--- src/rtl/fetch_unit.sv ---
`default_nettype none
// ============================================================================
// fetch_unit : instruction fetch stage with IF/ID register, redirect and halt
// Revision   : 1.0
// ============================================================================
module fetch_unit #(
  parameter logic [31:0] PC_INC = 32'd4
) (
  input  logic        CLK,
  input  logic        nRST,
  input  logic [31:0] pc,
  output logic [31:0] pc_next,
  output logic        pcWEN,
  output logic        imemREN,
  output logic [31:0] imemaddr,
  input  logic        ihit,
  input  logic [31:0] imemload,
  input  logic        redirect,
  input  logic [31:0] redirect_addr,
  input  logic        stall,
  input  logic        halt,
  output logic        if_valid,
  output logic [31:0] if_instr,
  output logic [31:0] if_npc
);

  localparam logic [1:0] IDLE   = 2'd0;
  localparam logic [1:0] FETCH  = 2'd1;
  localparam logic [1:0] HALTED = 2'd2;

  logic [1:0]  state_q, state_d;
  logic        valid_q, valid_d;
  logic [31:0] instr_q, instr_d;
  logic [31:0] npc_q, npc_d;

  logic [31:0] w_pc_inc;
  logic        w_space;
  logic        w_in_fetch;
  logic        w_load;

  assign w_pc_inc   = pc + PC_INC;
  assign w_space    = !valid_q || !stall;
  assign w_in_fetch = !nRST && (state_q == FETCH) && !halt;

  assign imemaddr = pc;
  assign imemREN  = w_in_fetch && !redirect && w_space;
  assign w_load   = imemREN && ihit;
  assign pcWEN    = w_in_fetch && (redirect || w_load);
  // Redirect targets are word-aligned; any other cycle presents the sequential PC.
  assign pc_next  = (w_in_fetch && redirect) ? {redirect_addr[31:2], 2'b00} : w_pc_inc;

  always_comb begin
    state_d = state_q;
    valid_d = valid_q && stall;
    instr_d = instr_q;
    npc_d   = npc_q;
    case (state_q)
      IDLE: begin
        state_d = halt ? HALTED : FETCH;
        if (halt) valid_d = 1'b0;
      end
      FETCH: begin
        if (halt) begin
          state_d = HALTED;
          valid_d = 1'b0;
        end else if (redirect) begin
          valid_d = 1'b0;
        end else if (w_load) begin
          valid_d = 1'b1;
          instr_d = imemload;
          npc_d   = w_pc_inc;
        end
      end
      HALTED: begin
        state_d = HALTED;
        valid_d = 1'b0;
      end
      default: begin
        state_d = IDLE;
        valid_d = 1'b0;
      end
    endcase
  end

  always_ff @(posedge CLK) begin
    if (nRST) begin
      state_q <= IDLE;
      valid_q <= 1'b0;
      instr_q <= 32'd0;
      npc_q   <= 32'd0;
    end else begin
      state_q <= state_d;
      valid_q <= valid_d;
      instr_q <= instr_d;
      npc_q   <= npc_d;
    end
  end

  assign if_valid = valid_q;
  assign if_instr = instr_q;
  assign if_npc   = npc_q;

endmodule
`default_nettype wire

--- config.mk ---
export PLATFORM = sky130hd
export DESIGN_NAME = fetch_unit
export DESIGN_NICKNAME = d
export VERILOG_FILES = /design/src/rtl/fetch_unit.sv
export SDC_FILE = /design/constraint.sdc
export NUM_CORES = 1
export LEC_CHECK = 0
export CAP_MARGIN = 0
export CORE_MARGIN = 10
export CORE_UTILIZATION = 25
export DETAILED_ROUTE_END_ITERATION = 16
export DONT_BUFFER_PORTS = 1
export GPL_TIMING_DRIVEN = 1
export PLACE_DENSITY_LB_ADDON = 0.08
export SLEW_MARGIN = 40
export SYNTH_ARGS = -nofsm -noshare
export SYNTH_HDL_FRONTEND = slang
export SYNTH_SLANG_ARGS = --single-unit
export TNS_END_PERCENT = 10
--- constraint.sdc ---
create_clock -name CLK -period 1.93 [get_ports CLK]
set_clock_uncertainty 0.1 [all_clocks]
set_input_delay 0.386 -clock CLK [delete_from_list [all_inputs] [get_ports CLK]]
set_output_delay 0.386 -clock CLK [all_outputs]
set_load 0.05 [all_outputs]
==> results.md <==
- Number of detailed-route iterations in the first pass: 4
- RSZ-0062 raised after global routing: yes
- IR drop worst, VDD: 0.414 mV
- Max clock buf depth: 2
- Status: finished, violations left
- R2R Setup Slk: 0.14 ns
- Most frequent cells in the layout: nand2_1, dfxtp_1, a21oi_1
- CTS tree: yes
- Hold depth: 1
- Die height: 139 um
- Failing checks: setup timing
- Setup Crit Path Kind: input pin to output port
- H-tree levels: 3
- Via/cell ratio: 4.77
- DIE AREA: 0.0192 sq mm
- Layout cells sized above 1: 0.366
- PD cells: 751 mW/mm^2
- Final setup margin: -0.353 ns
- Dominant synthesized flop cell: dfxtp_1
- Root Driver: clkbuf_16
- DRC: 0
- Mapped Area: 0.00351 sq mm
- Worst Path Max Fanout: 7
- Vias in the first global route: 3354
- RR Startpoint: state_q[1]
- Gr ovfl total: 0
- HPWL after DPL: 10500 um
- Fmax: 438 MHz
- RePlAce Congestion: 0.760
- Clk Latency, worst-skew pair: 0.33 ns
- Post-synth EDFFs: 0
- Dpl ws: -0.451 ns
- Unique masters post-synth: 36
- CP arrival: 1.80 ns
- Initial antenna violation count: 0
- P&R area growth vs syn: 53.3%
- # IOs: 233
- R2R Path End: if_npc[4]
- Hold crit path type: input pin to flop
- Clock Sinks: 67
- Final wirelength: 13500 um
- Fin crit period: 2.28 ns
- Max-Cap Viols: 0
- CORE AREA: 0.0138 sq mm
- Tightest hold margin: 0.0304 ns
- Most common library cell in the layout ignoring fill and taps: nand2_1
- Num CTS Buffers: 9
- Sequential area share after synthesis: 0.382
- Post-layout nets: 613
- Die X-Extent: 139 um
- R2R depth: 8
- FF+latch count, synth: 67
- Global Route Usage Sum: 0.134
- Slew HR: 0.628
- DRT antenna net count: 0
- Fill cell count: 1371
- Data required, critical path: 1.44 ns
- Hold Crit Start: nRST
- Syn_area_per_cell: 7.53 sq um
- N_diodes: 0
- Cell count after synthesis: 466
- Fin. max-slew vios: 0
- Setup violations, final: 33
- Synth Warn #: 0
- Final hold vios: 0
- Row count: 43
- Part of the cycle the worst path needs: 1.18
- Worst Tran Pin Value: 0.558 ns
- Routed length per instance: 19.5 um
- Post-synth ARST share: 0
- Syn_nets: 572
- Reg clk slew, reported paths: 0.06 ns
- Total chip power: 4.04 mW
- Hold path endpoint: if_instr[8]
- DR iter-0 viols: 114
- Via count: 3296
- Port buffer count: 0
- First-pass GRT wire length: 20400 um
- Startpoint Class: input pin
- Crit. End Element: output port
- Largest net degree at the start of global routing: 55
- Initial core utilization: 0.254
- P_leak: 1.99 nW
==> cell families after synthesis <==
family	count (synthesis)	share of synthesized area
flip-flops	67	0.382
adder cells (fa/ha/maj)	4	0.0143
buffers and inverters	68	0.109
AND/OR/NAND/NOR	183	0.238
XOR/XNOR	28	0.0698
multiplexers	2	0.00606
AO/OA/AOI/OAI	114	0.180
==> worst max-delay path by stage <==
stage          startpoint     endpoint  slack, ns  cells after the start
2_1_floorplan       pc[2]  pc_next[28]      -0.39                      7
3_3_place_gp        pc[2]  pc_next[18]      -0.44                      8
3_5_place_dp        pc[2]  pc_next[13]      -0.45                      8
4_1_cts             pc[2]  pc_next[18]      -0.37                      8
5_1_grt             pc[2]  pc_next[14]      -0.41                      8
6_report            pc[2]  pc_next[18]      -0.35                      8
==> power by group <==
group	internal (mW)	switching (mW)	total [mW]	leakage, nW
logic	0.330	0.366	0.696	1.28
clock network	1.26	0.641	1.90	0.162
registers	1.40	0.0462	1.45	0.541
==> timing repair <==
item / CTS / global route
hold buffers: 4 / 0
pin swaps: 11 / 12
buffers inserted: 0 / 1
setup endpoints to repair: 34 / 34
endpoints found under the hold margin: 4 / 0
resized for setup: 26 / 27
==> per-stage QoR <==
stage | setup TNS, ns | area (sq um) | utilization | instances
2_1_floorplan | -8.93 | 3800 | - | 466
3_3_place_gp | -7.55 | 4730 | 0.342 | 671
3_5_place_dp | -7.88 | 4730 | 0.342 | 671
4_1_cts | -8.53 | 5250 | 0.379 | 690
5_1_grt | -9.10 | 5380 | 0.389 | 691
6_report | -6.60 | 5380 | 0.389 | 691
==> registers in the layout, summed over array words and instances (netlist names) <==
register,cells
if_instr,32
if_npc,32
if_valid,1
state_q,2
==> Yosys cell counts (all sizes together), types with 3 or more instances <==
cell type / number / area (sq um)
nand2: 84 / 315
nor2: 52 / 195
o21ai: 14 / 70.1
xnor2: 17 / 149
nor4: 7 / 81.3
a21oi: 80 / 400
nand4: 5 / 37.5
dfxtp: 67 / 1340
xor2: 11 / 96.3
nor3: 9 / 45.0
ha: 4 / 50.1
clkbuf: 24 / 90.1
a211oi: 15 / 123
nand3: 12 / 65.1
and3: 3 / 18.8
and2: 4 / 25.0
inv: 8 / 30.0
buf: 36 / 264
==> critical path: stages <==
cell and delay [ns]:
ha_4 0.12, nand2_2 0.06, or3_4 0.41, buf_8 0.18
nor3_4 0.21, xnor2_2 0.11, a21oi_4 0.16, buf_12 0.15
==> layer usage <==
metal / wire length, um / track usage / vias up
li1: - / - / 1620
met1: 5420 / 0.154 / 1538
met2: 6560 / 0.218 / 127
met3: 1310 / 0.0606 / 11
met4: 176 / 0.0450 / 0
met5: 0 / 0 / -
==> final cells by class <==
class                           count  area (sq um)  area share
Multi-Input combinational cell    331          2290       0.425
Clock buffer                        9           225      0.0419
Inverter                            8          30.0     0.00558
Clock inverter                      6           115      0.0214
Timing Repair Buffer               90          1150       0.214
Tap cell                          180           225      0.0419
Sequential cell                    67          1350       0.250
Note: power is estimated with default switching activity, not from simulation.
